`config.mk`:
```
export PLATFORM = sky130hd
export DESIGN_NAME = dvi_pixel_fifo
export DESIGN_NICKNAME = d
export VERILOG_FILES = /design/src/rtl/dvi_pixel_fifo.sv
export SDC_FILE = /design/constraint.sdc
export NUM_CORES = 1
export LEC_CHECK = 0
export ABC_CLOCK_PERIOD_IN_PS = 9900
export CAP_MARGIN = 25
export CORE_MARGIN = 2
export CORE_UTILIZATION = 25
export DETAILED_ROUTE_END_ITERATION = 10
export GPL_ROUTABILITY_DRIVEN = 0
export GPL_TIMING_DRIVEN = 0
export SYNTH_ARGS = -nofsm -noshare
export SYNTH_HDL_FRONTEND = slang
export SYNTH_SLANG_ARGS = --single-unit
```
`constraint.sdc`:
```
create_clock -name clock -period 9.9 [get_ports clock]
set_input_delay 2.97 -clock clock [delete_from_list [all_inputs] [get_ports clock]]
set_output_delay 2.97 -clock clock [all_outputs]
set_load 0.02 [all_outputs]
```
`src/rtl/dvi_pixel_fifo.sv`:
```
// Prefetch FIFO from the framebuffer reader to the DVI output stage, with a registered head word.
// Define DVI_PIXFIFO_UNDERFLOW_COLOR_EN to show a magenta marker on underflow instead of repeating the last pixel.
module dvi_pixel_fifo #(
  parameter int DEPTH     = 16,
  parameter int LOW_WATER = 4
) (
  input  logic                     clock,
  input  logic                     reset,
  input  logic [63:0]              wr_data,
  input  logic                     wr_valid,
  output logic                     wr_ready,
  input  logic                     request,
  output logic [63:0]              data,
  input  logic                     flush,
  output logic                     fill_req,
  output logic [$clog2(DEPTH):0]   level,
  output logic                     underflow
);

  localparam int AW = $clog2(DEPTH);
  localparam logic [AW-1:0] PTR_ONE   = {{(AW-1){1'b0}}, 1'b1};
  localparam logic [AW:0]   LVL_ONE   = {{AW{1'b0}}, 1'b1};
  localparam logic [AW:0]   LVL_FULL  = DEPTH[AW:0];
  localparam logic [AW:0]   LVL_LOW   = LOW_WATER[AW:0];
  localparam logic [63:0]   UNDERFLOW_COLOR = 64'hFF00_FF00_FF00_FF00;

  logic [63:0]   mem [DEPTH];
  logic [AW-1:0] wr_ptr_q, rd_ptr_q;
  logic [AW:0]   level_q, level_d;
  logic [63:0]   data_q;
  logic          head_valid_q, underflow_q, fill_req_q, wr_ready_q;
  logic          push, load, starve;

  always_comb begin
    push    = wr_valid && wr_ready_q && !flush;
    load    = (!head_valid_q || request) && (level_q != '0) && !flush;
    starve  = request && (level_q == '0) && !flush;
    level_d = level_q;
    if (push && !load) begin
      level_d = level_q + LVL_ONE;
    end else if (load && !push) begin
      level_d = level_q - LVL_ONE;
    end
  end

  // Storage has no reset so it can map onto block RAM; pointers alone define validity.
  always_ff @(posedge clock) begin
    if (push) begin
      mem[wr_ptr_q] <= wr_data;
    end
  end

  always_ff @(posedge clock) begin
    if (reset) begin
      wr_ptr_q     <= '0;
      rd_ptr_q     <= '0;
      level_q      <= '0;
      data_q       <= '0;
      head_valid_q <= 1'b0;
      underflow_q  <= 1'b0;
      fill_req_q   <= 1'b0;
      wr_ready_q   <= 1'b0;
    end else if (flush) begin
      // Flush leaves the sticky underflow flag alone and blocks writes for one cycle.
      wr_ptr_q     <= '0;
      rd_ptr_q     <= '0;
      level_q      <= '0;
      data_q       <= '0;
      head_valid_q <= 1'b0;
      fill_req_q   <= 1'b0;
      wr_ready_q   <= 1'b0;
    end else begin
      if (push) begin
        wr_ptr_q <= wr_ptr_q + PTR_ONE;
      end
      if (load) begin
        rd_ptr_q     <= rd_ptr_q + PTR_ONE;
        data_q       <= mem[rd_ptr_q];
        head_valid_q <= 1'b1;
      end else if (starve) begin
        head_valid_q <= 1'b0;
`ifdef DVI_PIXFIFO_UNDERFLOW_COLOR_EN
        data_q       <= UNDERFLOW_COLOR;
`endif
      end
      if (request && ((level_q == '0) || !head_valid_q)) begin
        underflow_q <= 1'b1;
      end
      level_q    <= level_d;
      fill_req_q <= (level_d <= LVL_LOW);
      wr_ready_q <= (level_d < LVL_FULL);
    end
  end

`ifndef DVI_PIXFIFO_UNDERFLOW_COLOR_EN
  logic unused_color;
  assign unused_color = ^UNDERFLOW_COLOR;
`endif

  assign data      = data_q;
  assign level     = level_q;
  assign fill_req  = fill_req_q;
  assign wr_ready  = wr_ready_q;
  assign underflow = underflow_q;

endmodule

```
Word-level counts from Yosys, hierarchy flattened --
Memory sizes are Yosys's and may differ from the RTL's. A register that Yosys moved wholly into a read port is not among the register bits. Cells that the tools add are included.
Storage, ports and cells: output and inout bits 72, bits in registers 17, memories kept 1, logic and storage cells 41, input port bits 69, memory bits (writable) 1024
Operators by class: order comparisons 2, reduce and logical (&&, ||, !) cells 20, muxes and demuxes 6, $add $sub $neg 4, bitwise logic cells 1
Memories:
- mem | depth 16, bits a word 64, read ports 1, clocked after Yosys merged registers in 1, write ports 1, line 27 | logic [63:0] mem [DEPTH];
Operators by type and width (number):
- $mux 5 | 2
- $logic_and 1x1->1 | 9
- $add 4x1->4 const B | 2
- $add 5x1->5 const B | 1
- $le 5x3->1 const B | 1
- $logic_not 5->1 | 1
- $lt 5x5->1 const B | 1
- $reduce_bool 5->1 | 1
- $sub 5x1->5 const B | 1
- $logic_not 1->1 | 4
- $mux 1 | 4
- $logic_or 1x1->1 | 2
- $reduce_and 2->1 | 1
- $reduce_bool 2->1 | 1
- $reduce_or 2->1 | 1
- $not 1->1 | 1

Longest topological paths before layout --
depth in word-level cells 8, depth in mapped cells 9, gate-level depth less buffers 7

Least setup slack after synthesis --
Ideal clock, no wire load.
kind in2reg, start input port flush, end memory mem[3][0], enable pin, stages on the path 5, slack 1427 ps, required time 9335 ps, setup time 565 ps, path buffers 2, arrival time 7908 ps, path through buf_6 > and3b_1 > buf_6 > nand2_1 > nor3_1
Between the ends: cells in the longest elaborated chain, start to end 4
Ends and longest elaborated chain:
- from (decl) | line 14 | input logic flush,
- $logic_not 1->1 | line 35 | push = wr_valid && wr_ready_q && !flush;
- $logic_and 1x1->1 | line 35
- $mux 1 | line 48 | if (push) begin
- $mux 1 (not written as such) | line 49 | mem[wr_ptr_q] <= wr_data;
- to (decl) | line 27
Every way passes these cells.

Final worst setup path --
start input port request, end register data_q[50] (netlist: data[50]) (read register of mem)
Between the ends: cells in the longest elaborated chain, start to end 3
Ends and longest elaborated chain:
- from (decl) | line 12 | input logic request,
- $logic_or 1x1->1 | line 36 | load = (!head_valid_q || request) && (level_q != '0) && !flush;
- $logic_and 1x1->1 (2 in series) | line 36
- to (decl) | line 30 | logic [63:0] data_q;
Every way passes these cells. A chain may end at the register's enable or synchronous reset.

==> flow_summary.json <==
{
  "grt_pass1_wl_um": 148000,
  "rsz0062_at_grt": "false",
  "die_area_um2": 169000,
  "synth_top_area_cell": "edfxtp_1",
  "drt-vias-per-instance": 4.40,
  "fmax_mhz": 189,
  "place_area_um2": 47000,
  "initial_core_util": 0.251,
  "io_buffers": 139,
  "synth_xor_area_frac": 0.00169,
  "htree_levels": 3,
  "ys_warn_count": 0,
  "max_cap_viol_count": 0,
  "hold_depth": 2,
  "ys_ff_latch": 1105,
  "synth_top_family_by_area": "multiplexers",
  "drtIter0Drc": 1752,
  "path_max_fanout": 10,
  "async_flop_share": 0,
  "cts_buffer_depth": 3,
  "groute.usage.overall": 0.121,
  "syn_to_final_growth_pct": 22.3,
  "wl_per_cell_um": 23.4,
  "die_h_um": 411,
  "vdd_drop_max_v": 0.000134,
  "min_period_ns": 5.29,
  "drive_gt1_frac": 0.244,
  "yosys.area_share.simple": 0.00762,
  "cp_cell_sequence": "clkdlybuf4s50_1 -> nor2b_1 -> nor3_2 -> nand3_1 -> clkbuf_1 -> o21ai_0",
  "row_count": 149,
  "r2r_slack_ns": 6.50,
  "grt_pass1_vias": 19900,
  "slew_headroom": 0.278,
  "cp.required_ns": 10.50,
  "max_stage_delay_ns": 0.89,
  "netlist_area_um2": 41400,
  "outcome": "finished, final reports clean",
  "clock_sinks": 1105,
  "synthFlopType": "edfxtp_1",
  "end_kind": "flop",
  "clkLatencyLatePin_ns": 0.71,
  "synth_cells": 1819,
  "io_pins": 141,
  "cts_tree": "done",
  "skew_ns": 0.0583,
  "synth_nets": 1895,
  "hold_end": "data[18]$_SDFFE_PP0P_",
  "startpoint": "request",
  "synth_edf_count": 1024,
  "grt_max_degree": 24,
  "coreArea_um2": 165000,
  "synthAdderAreaFrac": 0.00236,
  "path_clk_slew_ns": 0.06,
  "max_slew.worst_pin.slew_ns": 1.08,
  "setup_viol": 0,
  "hold_viol_final": 0,
  "synth_compound_area_frac": 0.0238,
  "post-dp-hpwl_um": 68800,
  "cts_buffers": 110,
  "die_w_um": 411,
  "grt-ovfl-total": 0,
  "antenna_found_initial": 19,
  "drc_errors": 0,
  "worstHoldPathType": "flop to flop",
  "cp_slowest_cell": "nand3_1",
  "holdCritStartpoint": "data[18]$_SDFFE_PP0P_",
  "synthDistinctLibCells": 41,
  "yosys.area.top_type_share": 0.743,
  "fin_crit_sh": 0.535,
  "p_total_mw": 9.46,
  "antenna_left": 0,
  "cts_hold_buf": 0,
  "synthTopCellsByArea": "edfxtp_1, mux4_2, dfxtp_1",
  "path_class": "input pin to flop",
  "setup_ws_ns": 4.61,
  "final_common_cell": "edfxtp_1",
  "startpoint_type": "input pin",
  "power_density_nw_per_um2": 187,
  "first_pass_iters": 7,
  "final_cell_mix": "edfxtp_1, mux4_2, clkdlybuf4s50_1, mux2i_1, clkbuf_16",
  "wl_um": 104000,
  "maxSlewViolCount": 0,
  "avgSynthCellArea_um2": 22.7,
  "fill_cells": 15700,
  "post_cts_resized": 0,
  "place_ws_ns": 3.89,
  "post-cts-setup-buffers": 0,
  "layout.nets": 2228,
  "p_leak_nw": 15.0,
  "ff2ff_path_depth": 7,
  "muxShareOfSynthArea": 0.171,
  "route.vias.total": 19600,
  "final_area_um2": 50600,
  "r2r_end": "data[50]$_SDFFE_PP0P_",
  "worstPathArrival_ns": 5.90,
  "timing.rr.start": "level[0]$_SDFF_PP0_",
  "cts-root-buf": "clkbuf_16",
  "ys_seq_area_frac": 0.783
}
-- layout make-up --
type | count | area (um^2) | share of cell area
Buffer | 98 | 420 | 0.00831
Sequential cell | 1105 | 32400 | 0.640
Inverter | 7 | 26.3 | 0.000519
Tap cell | 2189 | 2740 | 0.0541
Clock inverter | 51 | 553 | 0.0109
Clock buffer | 155 | 3030 | 0.0599
Multi-Input combinational cell | 609 | 8660 | 0.171
Antenna cell | 6 | 15.0 | 0.000297
Timing Repair Buffer | 221 | 2780 | 0.0549
-- worst max-delay path by stage --
stage	endpoint	depth (start not counted)
final	data[50]$_SDFFE_PP0P_	6
after global routing	data[14]$_SDFFE_PP0P_	6
after CTS	data[49]$_SDFFE_PP0P_	6
after detailed placement	data[58]$_SDFFE_PP0P_	6
after global placement	mem[0][56]$_DFFE_PP_	5
after floorplan	mem[3][0]$_DFFE_PP_	5
-- synthesized netlist by cell type, types with 3 or more instances --
library cell,number
o21ai_1,7
inv_1,7
edfxtp_1,1024
mux4_2,256
mux2i_1,131
buf_6,3
a2bb2oi_1,64
buf_2,24
o21ai_0,58
nor3_1,4
xor2_1,5
xnor2_1,3
nor2_1,26
dfxtp_1,81
and2_1,3
nand3_1,4
a21oi_1,5
ha_1,7
clkbuf_1,58
nand2_1,13
buf_1,13
-- critical path: cells and delay by family --
kind,cells,cell delay [ns]
simple gates,3,1.59
compound gates,1,0.27
buf+inv,2,1.04
-- report_power, final --
part | internal [mW] | total (mW) | switching, mW
registers | 5.11 | 5.11 | 0.00644
clock network | 2.35 | 4.11 | 1.75
logic | 0.0981 | 0.237 | 0.139
-- cells by family after synthesis --
kind of cell	after synthesis
XOR/XNOR	8
multiplexers	387
buffers and inverters	105
adder cells (fa/ha/maj)	8
flip-flops	1105
AND/OR/NAND/NOR	64
AO/OA/AOI/OAI	142
-- routing by layer --
layer	wire length (um)	vias to the layer above	global-route usage
met5	94	-	0
met1	43900	10500	0.160
met4	2110	14	0.0330
li1	-	8365	-
met2	50400	555	0.198
met3	7310	145	0.0308
-- flip-flops by register name, indices dropped and copies added, names as in the netlist --
signal / flops
wr_ready: 1
wr_ptr_q: 4
level: 5
fill_req: 1
underflow: 1
data: 64
head_valid_q: 1
mem: 1024
rd_ptr_q: 4
-- per-stage QoR --
stage | setup TNS, ns | hold WS (ns) | std cells | util
finish | 0 | 0.468 | 4441 | 0.307
global route | 0 | 0.489 | 4435 | 0.307
CTS | 0 | 0.470 | 4435 | 0.307
detailed placement | 0 | 0.457 | 4229 | 0.285
global placement | -1908.89 | 0.452 | 4147 | 0.276
floorplan | 0 | 0.468 | 1819 | -
(Power assumes the default switching activity.)
